$ cat config.mk
export PLATFORM = sky130hd
export DESIGN_NAME = seven_seg_scan
export DESIGN_NICKNAME = d
export VERILOG_FILES = /design/src/rtl/seven_seg_scan.sv
export SDC_FILE = /design/constraint.sdc
export NUM_CORES = 1
export LEC_CHECK = 0
export CAP_MARGIN = 20
export CORE_MARGIN = 4
export CORE_UTILIZATION = 55
export DETAILED_ROUTE_END_ITERATION = 6
export GPL_TIMING_DRIVEN = 0
export HOLD_SLACK_MARGIN = 0.03
export PLACE_DENSITY = 0.8
export SLEW_MARGIN = 10
export SYNTH_ARGS = -nofsm -noshare
export SYNTH_HDL_FRONTEND = slang
export SYNTH_SLANG_ARGS = --single-unit
$ cat constraint.sdc
create_clock -name clk -period 3 [get_ports clk]
set_input_delay 0.75 -clock clk [delete_from_list [all_inputs] [get_ports clk]]
set_output_delay 0.75 -clock clk [all_outputs]
set_load 0.02 [all_outputs]
$ cat src/rtl/seven_seg_scan.sv
// Time-multiplexed multi-digit 7-segment driver.
// A load strobe captures digit codes, blink enables and dash mode into shadow
// registers. The scan visits one digit per slot, blanks the first cycles of each
// slot against ghosting, and registers the decoded segments and one-hot anode.
module seven_seg_scan #(
  parameter int DIGITS       = 4,
  parameter int SCAN_DIV     = 50000,
  parameter int BLANK_CYC    = 2,
  parameter int BLINK_FRAMES = 64,
  parameter bit SEG_ACT_LOW  = 1'b0,
  parameter bit AN_ACT_LOW   = 1'b0
) (
  input  logic                  clk,
  input  logic                  rst_n,
  input  logic                  load,
  input  logic [4*DIGITS-1:0]   digits_in,
  input  logic [DIGITS-1:0]     blink_in,
  input  logic                  dash_en,
  output logic [6:0]            seg,
  output logic [DIGITS-1:0]     an,
  output logic                  frame_tick
);

  localparam int SLOT_W = (SCAN_DIV > 1) ? $clog2(SCAN_DIV) : 1;
  localparam int IDX_W  = (DIGITS > 1) ? $clog2(DIGITS) : 1;
  localparam int BCNT_W = (BLINK_FRAMES > 1) ? $clog2(BLINK_FRAMES) : 1;

  localparam logic [SLOT_W-1:0] SLOT_LAST = SLOT_W'(SCAN_DIV - 1);
  localparam logic [IDX_W-1:0]  IDX_LAST  = IDX_W'(DIGITS - 1);
  localparam logic [BCNT_W-1:0] BCNT_LAST = BCNT_W'(BLINK_FRAMES - 1);

  // Blink phase states
  localparam logic [0:0] PHASE_ON  = 1'b0;
  localparam logic [0:0] PHASE_OFF = 1'b1;

  // Inversion masks applied to the active-high internal values
  localparam logic [6:0]        SEG_INV = {7{SEG_ACT_LOW}};
  localparam logic [DIGITS-1:0] AN_INV  = {DIGITS{AN_ACT_LOW}};

  logic [4*DIGITS-1:0] shadow_q, shadow_d;
  logic [DIGITS-1:0]   blink_q, blink_d;
  logic                dash_q, dash_d;
  logic [SLOT_W-1:0]   slot_q, slot_d;
  logic [IDX_W-1:0]    idx_q, idx_d;
  logic [BCNT_W-1:0]   bcnt_q, bcnt_d;
  logic [0:0]          phase_q, phase_d;
  logic [6:0]          seg_q, seg_d;
  logic [DIGITS-1:0]   an_q, an_d;

  logic                slot_wrap;
  logic                in_blank;
  logic [3:0]          cur_code;
  logic                cur_blink;
  logic [3:0]          code_w [DIGITS];

  // Active-high gfedcba decode; codes B..E are blank, F is blank or a dash
  function automatic logic [6:0] decode(input logic [3:0] code, input logic dash);
    logic [6:0] s;
    case (code)
      4'h0:    s = 7'b0111111;
      4'h1:    s = 7'b0000110;
      4'h2:    s = 7'b1011011;
      4'h3:    s = 7'b1001111;
      4'h4:    s = 7'b1100110;
      4'h5:    s = 7'b1101101;
      4'h6:    s = 7'b1111101;
      4'h7:    s = 7'b0000111;
      4'h8:    s = 7'b1111111;
      4'h9:    s = 7'b1101111;
      4'hA:    s = 7'b1110111;
      4'hF:    s = dash ? 7'b1000000 : 7'b0000000;
      default: s = 7'b0000000;
    endcase
    return s;
  endfunction

  // Split the packed shadow word into per-digit codes
  generate
    for (genvar gi = 0; gi < DIGITS; gi++) begin : g_code
      assign code_w[gi] = shadow_q[4*gi +: 4];
    end
  endgenerate

  assign slot_wrap  = (slot_q == SLOT_LAST);
  assign frame_tick = slot_wrap && (idx_q == IDX_LAST);
  assign in_blank   = (BLANK_CYC > 0) && (slot_q < SLOT_W'(BLANK_CYC));

  // Scan position, blink timing and shadow capture
  always_comb begin
    slot_d   = slot_wrap ? '0 : slot_q + 1'b1;
    idx_d    = idx_q;
    bcnt_d   = bcnt_q;
    phase_d  = phase_q;
    shadow_d = shadow_q;
    blink_d  = blink_q;
    dash_d   = dash_q;
    if (slot_wrap) begin
      idx_d = (idx_q == IDX_LAST) ? '0 : idx_q + 1'b1;
    end
    if (frame_tick) begin
      if (bcnt_q == BCNT_LAST) begin
        bcnt_d  = '0;
        phase_d = (phase_q == PHASE_ON) ? PHASE_OFF : PHASE_ON;
      end else begin
        bcnt_d = bcnt_q + 1'b1;
      end
    end
    if (load) begin
      shadow_d = digits_in;
      blink_d  = blink_in;
      dash_d   = dash_en;
    end
  end

  // Select the code and blink enable of the digit currently being scanned
  always_comb begin
    cur_code  = 4'hF;
    cur_blink = 1'b0;
    for (int i = 0; i < DIGITS; i++) begin
      if (idx_q == IDX_W'(i)) begin
        cur_code  = code_w[i];
        cur_blink = blink_q[i];
      end
    end
  end

  // Next pin values from the pre-edge scan state and shadow contents
  always_comb begin
    logic [6:0]        seg_raw;
    logic [DIGITS-1:0] an_raw;
    an_raw = '0;
    for (int i = 0; i < DIGITS; i++) begin
      an_raw[i] = (idx_q == IDX_W'(i));
    end
    seg_raw = decode(cur_code, dash_q);
    if (in_blank) begin
      an_raw  = '0;
      seg_raw = '0;
    end else if ((phase_q == PHASE_OFF) && cur_blink) begin
      seg_raw = '0;
    end
    seg_d = seg_raw ^ SEG_INV;
    an_d  = an_raw ^ AN_INV;
  end

  // State and output registers, asynchronously cleared to the idle display
  always_ff @(posedge clk or negedge rst_n) begin
    if (!rst_n) begin
      shadow_q <= '1;
      blink_q  <= '0;
      dash_q   <= 1'b0;
      slot_q   <= '0;
      idx_q    <= '0;
      bcnt_q   <= '0;
      phase_q  <= PHASE_ON;
      seg_q    <= SEG_INV;
      an_q     <= AN_INV;
    end else begin
      shadow_q <= shadow_d;
      blink_q  <= blink_d;
      dash_q   <= dash_d;
      slot_q   <= slot_d;
      idx_q    <= idx_d;
      bcnt_q   <= bcnt_d;
      phase_q  <= phase_d;
      seg_q    <= seg_d;
      an_q     <= an_d;
    end
  end

  assign seg = seg_q;
  assign an  = an_q;

endmodule

==> results.json, run 1 <==
{
  "status": "finished clean",
  "post_drt_wl_per_cell_um": 14.4,
  "end_kind": "output port",
  "path_max_fanout": 3,
  "powerDensity_nw_per_um2": 543,
  "utilization": 0.720,
  "place_congestion": 0.826,
  "busiest_layer": "met2",
  "drv_cap": 0,
  "synth.cell_area_sq_um": 2730,
  "vias": 1993,
  "setup_tns_ns": 0,
  "layout_common_cells": "41 x dfrtp_1, 33 x clkdlybuf4s50_1, 22 x nand2_1, 22 x mux2_2, 20 x nor2_1",
  "syn2layout_area_growth_pct": 25.3,
  "die-area_sq_um": 6160,
  "slew_headroom": 0.564,
  "synth_nets": 276,
  "syn_area_per_cell_sq_um": 11.1,
  "peakVddDrop_uv": 283,
  "tightest_slew_ns": 0.646,
  "hp-class": "in -> async",
  "holdBufCountCts": 0,
  "drive_gt1_frac": 0.228,
  "start_kind": "flip-flop",
  "clk_latency_ns": 0.33,
  "globalRouteMet3Util": 0.0550,
  "drt_first_pass_iters": 5,
  "final_hold_viol_count": 0,
  "worstSetupPathType": "reg -> out",
  "vias_per_cell": 5.46,
  "slowest_stage": "dfrtp_1",
  "overflow": 0,
  "worstPathRequired_ns": 2.25,
  "ys_seq_elements": 57,
  "synth_edf_count": 0,
  "grt_pass1_wl_um": 9080,
  "clk_path_buf_depth": 2,
  "synth_area_leaders": "dfrtp_1 38%, dfstp_2 15%, mux2_2 9.1%",
  "pin_count": 36,
  "grt_usage": 0.190,
  "fin_nets": 323,
  "clock.fmax_mhz": 359,
  "clk_pin_slew_ns": 0.06,
  "cpPeakStageDelay_ns": 0.44,
  "whs_ns": 0.452,
  "use_met1": 0.255,
  "antennaDiodeCount": 0,
  "clock_sinks": 57,
  "grt_pass1_vias": 1954,
  "ant_nets": 0,
  "slew_viol_final": 0,
  "fp.dieW_um": 78.5,
  "async_flop_share": 1.00,
  "row_count": 25,
  "cts_tree": "done",
  "grt_antenna_before_repair": 0,
  "coreArea_sq_um": 4750,
  "routed_wl_um": 5240,
  "layout_min_cycle_time_ns": 2.78,
  "post_cts_buffers": 0,
  "finClkSkew_ns": 0.00535,
  "dp_hpwl_um": 3740,
  "netlist.area_leader.share": 0.375,
  "die_y_um": 78.5,
  "htree_levels": 3,
  "cts_resized": 3,
  "min_period_over_period": 0.928,
  "setup_viol": 0,
  "yosysWarnings": 0,
  "cts-root-buf": "clkbuf_8",
  "layout_commonest_cell": "dfrtp_1",
  "synth_ff_type": "dfrtp_1",
  "port-buffer-count": 35,
  "total_leakage_power_uw": 0.00145,
  "drt_iter0_drc": 53,
  "ys_seq_area_frac": 0.529,
  "yosysTopAreaCell": "dfrtp_1",
  "ys_types": 42,
  "start_util": 0.575,
  "grt_max_degree": 31,
  "met2_usage": 0.297,
  "rsz0062_at_grt": "false",
  "path_cells": "nor4_4 -> nand2_2 -> nor4_1 -> and3_1 -> dlygate4sd2_1",
  "worst_ep_arrival_time_ns": 2.03,
  "numCtsBuffers": 9,
  "syn_inst": 246,
  "drc": 0
}
critical path: cells and delay by family (launching register included):
| kind | cells | cell delay, ns |
|---|---|---|
| buffers and inverters | 1 | 0.33 |
| flip-flops | 1 | 0.44 |
| AND/OR/NAND/NOR | 4 | 0.93 |
path summary, 6_finish.rpt:
path	start	endpoint	slack, ns	cells past startpoint
hold reg to reg	bcnt_q[4]	bcnt_q[4]	0.48	1
max in group asynchronous	rst_n	shadow_q[8]	1.90	2
setup reg to reg	idx_q[0]	seg[6]	0.58	8
setup / recovery	slot_q[7]	frame_tick	0.22	5
hold / removal	rst_n	bcnt_q[5]	0.45	1
min in group clk	bcnt_q[4]	bcnt_q[4]	0.48	1
report_power, final:
part           switching (uW)  internal (uW)
Combinational            98.1            111
Sequential               20.4            829
Clock                     297            503
Total                     416           1440
state kept, by name, summed over array words and instances, names as in the netlist:
name	count
idx_q	2
slot_q	16
seg	7
shadow_q	16
blink_q	4
phase_q	1
bcnt_q	6
an	4
dash_q	1
cell families after synthesis:
kind of cell               Yosys count  synth area share
buffers and inverters               15            0.0234
and+or+nand+nor                     95             0.185
AOI/OAI and AO/OA                   34            0.0893
DFF                                 57             0.529
muxes                               22            0.0907
xor gates and xnor gates            17            0.0545
adders and majority gates            6            0.0275
layout make-up:
cell class / count / area, sq um
Sequential cell: 57 / 1450
Fill cell: 349 / 1330
Multi-Input combinational cell: 174 / 1230
Timing Repair Buffer: 36 / 364
Clock buffer: 12 / 188
Tap cell: 67 / 83.8
Clock inverter: 4 / 45.0
Buffer: 9 / 41.3
Inverter: 6 / 22.5
metal layers:
metal  up-vias  routed length [um]
met5         -                   0
li1        969                   -
met3        11                 252
met4         0                  58
met1       961                2460
met2        52                2470
synth_stat cells, types with 2 or more instances:
cell type	instances
nand2_1	22
nor2b_1	3
nand4_1	6
dfrtp_1	41
nand3_1	11
a221o_1	2
nor2_1	20
xnor2_1	10
o21ai_0	10
nand3b_1	2
ha_1	6
inv_1	6
buf_2	3
nor4_1	4
nor4_4	2
and3_1	2
mux2_2	22
clkbuf_1	3
nand2b_1	5
nor3_1	7
and2_1	5
xor2_1	7
o311a_1	3
a221oi_2	2
a21oi_1	9
buf_1	2
dfstp_2	16
metrics by stage:
stage	total power (uW)	worst slack, ns	cells	cell area, sq um
after floorplan	971	0.871	246	2730
after CTS	1870	0.196	365	3420
after detailed placement	1070	0.176	349	3180
final	1860	0.217	365	3420
after global routing	1940	0.0777	365	3420
after global placement	1070	-0.556	348	3170
Note: power is estimated with default switching activity, not from simulation.
==> inputs of run 2 (changes only) <==
- SKIP_LAST_GASP: not set -> 1
==> results of run 2 <==
No change in the layout: final DEF, timing and power equal those of run 1.
==> inputs of run 3 (changes only) <==
- CORE_UTILIZATION: 55 -> 49
- PLACE_DENSITY: 0.8 -> 0.75
- clock period: 3 -> 2.4 ns (I/O delays scaled with it)
==> run 3 against run 2 <==
  * Die area is 11% higher
  * Combinational power is 32% higher
  * Sequential share of layout area is 1.7 points lower
  * Routed wire length is 4.6% higher
  * Clock skew is 0.0019 ns higher
  * Hold slack worse by 0.14 ns
  * Highest routed layer unchanged
  * Critical path type is now reg -> reg
  * Critical path depth is 3 higher
  * Sequential power is 25% higher
  * Worst setup slack worse by 0.15 ns
==> results.json, run 3 (synthesis results as in run 1) <==
{
  "status": "finished clean",
  "tightest_slew_ns": 0.693,
  "fin_nets": 333,
  "holdBufCountCts": 0,
  "final_hold_viol_count": 0,
  "hp-class": "in -> async",
  "antennaDiodeCount": 0,
  "placed_area_sq_um": 3190,
  "slew_viol_final": 0,
  "place_congestion": 0.806,
  "grt_usage": 0.180,
  "die_y_um": 82.7,
  "setup_viol": 0,
  "vias": 1994,
  "worst_ep_arrival_time_ns": 2.53,
  "pin_count": 36,
  "path_max_fanout": 10,
  "clk_latency_ns": 0.34,
  "end_kind": "flip-flop",
  "drt_first_pass_iters": 4,
  "drv_cap": 0,
  "finClkSkew_ns": 0.00723,
  "start_util": 0.519,
  "powerDensity_nw_per_um2": 655,
  "coreArea_sq_um": 5270,
  "path_cells": "inv_1 -> ha_2 -> buf_4 -> o311a_1 -> a221oi_4 -> clkbuf_4 -> nor2_1 -> a2111oi_1",
  "p_seq_frac": 0.455,
  "drc": 0,
  "grt_antenna_before_repair": 0,
  "syn2layout_area_growth_pct": 30.7,
  "post_drt_wl_per_cell_um": 14.5,
  "worstSetupPathType": "reg -> reg",
  "grt_max_degree": 31,
  "p_clk_frac": 0.428,
  "worstPathRequired_ns": 2.60,
  "min_period_over_period": 0.970,
  "die-area_sq_um": 6840,
  "overflow": 0,
  "layout_min_cycle_time_ns": 2.33,
  "total_leakage_power_uw": 0.00150,
  "grt_pass1_wl_um": 9050,
  "fp.dieW_um": 82.7,
  "power_switching_share": 0.228,
  "vias_per_cell": 5.28,
  "slowest_stage": "a2111oi_1",
  "port-buffer-count": 35,
  "numCtsBuffers": 9,
  "row_count": 26,
  "p_int_uw": 1810,
  "final_area_sq_um": 3570,
  "cts_tree": "done",
  "grt_pass1_vias": 1916,
  "drt_iter0_drc": 118,
  "clock.fmax_mhz": 429,
  "start_kind": "flip-flop",
  "clk_path_buf_depth": 2,
  "clock_sinks": 57,
  "layout_common_cells": "39 x dfrtp_1, 33 x clkdlybuf4s50_1, 22 x nand2_1, 22 x mux2_2, 19 x nor2_1",
  "setup_tns_ns": 0,
  "cpPeakStageDelay_ns": 0.40,
  "routed_wl_um": 5480,
  "dp_hpwl_um": 3820,
  "slew_headroom": 0.538,
  "htree_levels": 3,
  "peakVddDrop_uv": 397,
  "drive_gt1_frac": 0.286,
  "layout_commonest_cell": "dfrtp_1",
  "p_comb_frac": 0.117,
  "ant_nets": 0,
  "clk_pin_slew_ns": 0.06,
  "cts-root-buf": "clkbuf_8",
  "p_sw_uw": 533
}
-- run 3: path summary, 6_finish.rpt --
check | cells after the start | slack [ns] | end | start
max | 8 | 0.07 | seg[3] | idx_q[1]
min in group clk | 1 | 0.48 | bcnt_q[4] | bcnt_q[4]
min reg2reg | 1 | 0.48 | bcnt_q[4] | bcnt_q[4]
min | 1 | 0.31 | bcnt_q[2] | rst_n
max reg2reg | 8 | 0.07 | seg[3] | idx_q[1]
max in group asynchronous | 2 | 1.43 | shadow_q[8] | rst_n
-- run 3: per-layer routing --
layer  vias up  GRT usage  routed length (um)
met5         -          0                   0
met4         0     0.0784                 114
met3         9     0.0488                 224
met2        41      0.268                2540
met1       949      0.246                2600
li1        995          -                   -
-- run 3: layout make-up --
| type | instances | area [sq um] |
|---|---|---|
| buffer | 9 | 56.3 |
| clock buffer | 14 | 228 |
| clock inverter | 2 | 10.0 |
| fill | 421 | 1700 |
| inverter | 6 | 22.5 |
| multi-input combinational | 174 | 1280 |
| sequential | 57 | 1450 |
| tap | 70 | 87.6 |
| timing repair buffer | 46 | 438 |
-- run 3: timing repair --
item                       4_1_cts  5_1_grt
setup endpoints to repair        1        7
pin swaps                        0        4
cloned                           0        0
gates resized for setup          9       19
buffers inserted                 2        8
-- run 3: power by group through the flow --
| stage | registers, uW | logic, uW | clock network, uW |
|---|---|---|---|
| 6_report | 1060 | 275 | 1000 |
| 3_3_place_gp | 1080 | 256 | 0 |
| 5_1_grt | 1070 | 301 | 1080 |
| 2_1_floorplan | 1100 | 115 | 0 |
| 3_5_place_dp | 1080 | 265 | 0 |
| 4_1_cts | 1060 | 266 | 1020 |
-- run 3: critical path: cells and delay by family (launching register included) --
kind                     cells  cell delay (ns)
AO/OA/AOI/OAI                3             1.06
flip-flops                   1             0.38
buffers and inverters        3             0.51
adder cells (fa/ha/maj)      1             0.18
AND/OR/NAND/NOR              1             0.06
-- run 3: through the flow --
stage	power (uW)	cells	utilization	hold WS [ns]	worst slack, ns
6_report	2340	378	0.678	0.311	0.0715
5_1_grt	2450	378	0.678	0.360	-0.0344
4_1_cts	2350	370	0.655	0.331	0.00843
3_5_place_dp	1340	352	0.604	0.470	-0.237
3_3_place_gp	1330	351	0.602	0.465	-1.02
2_1_floorplan	1210	246	-	0.304	0.271
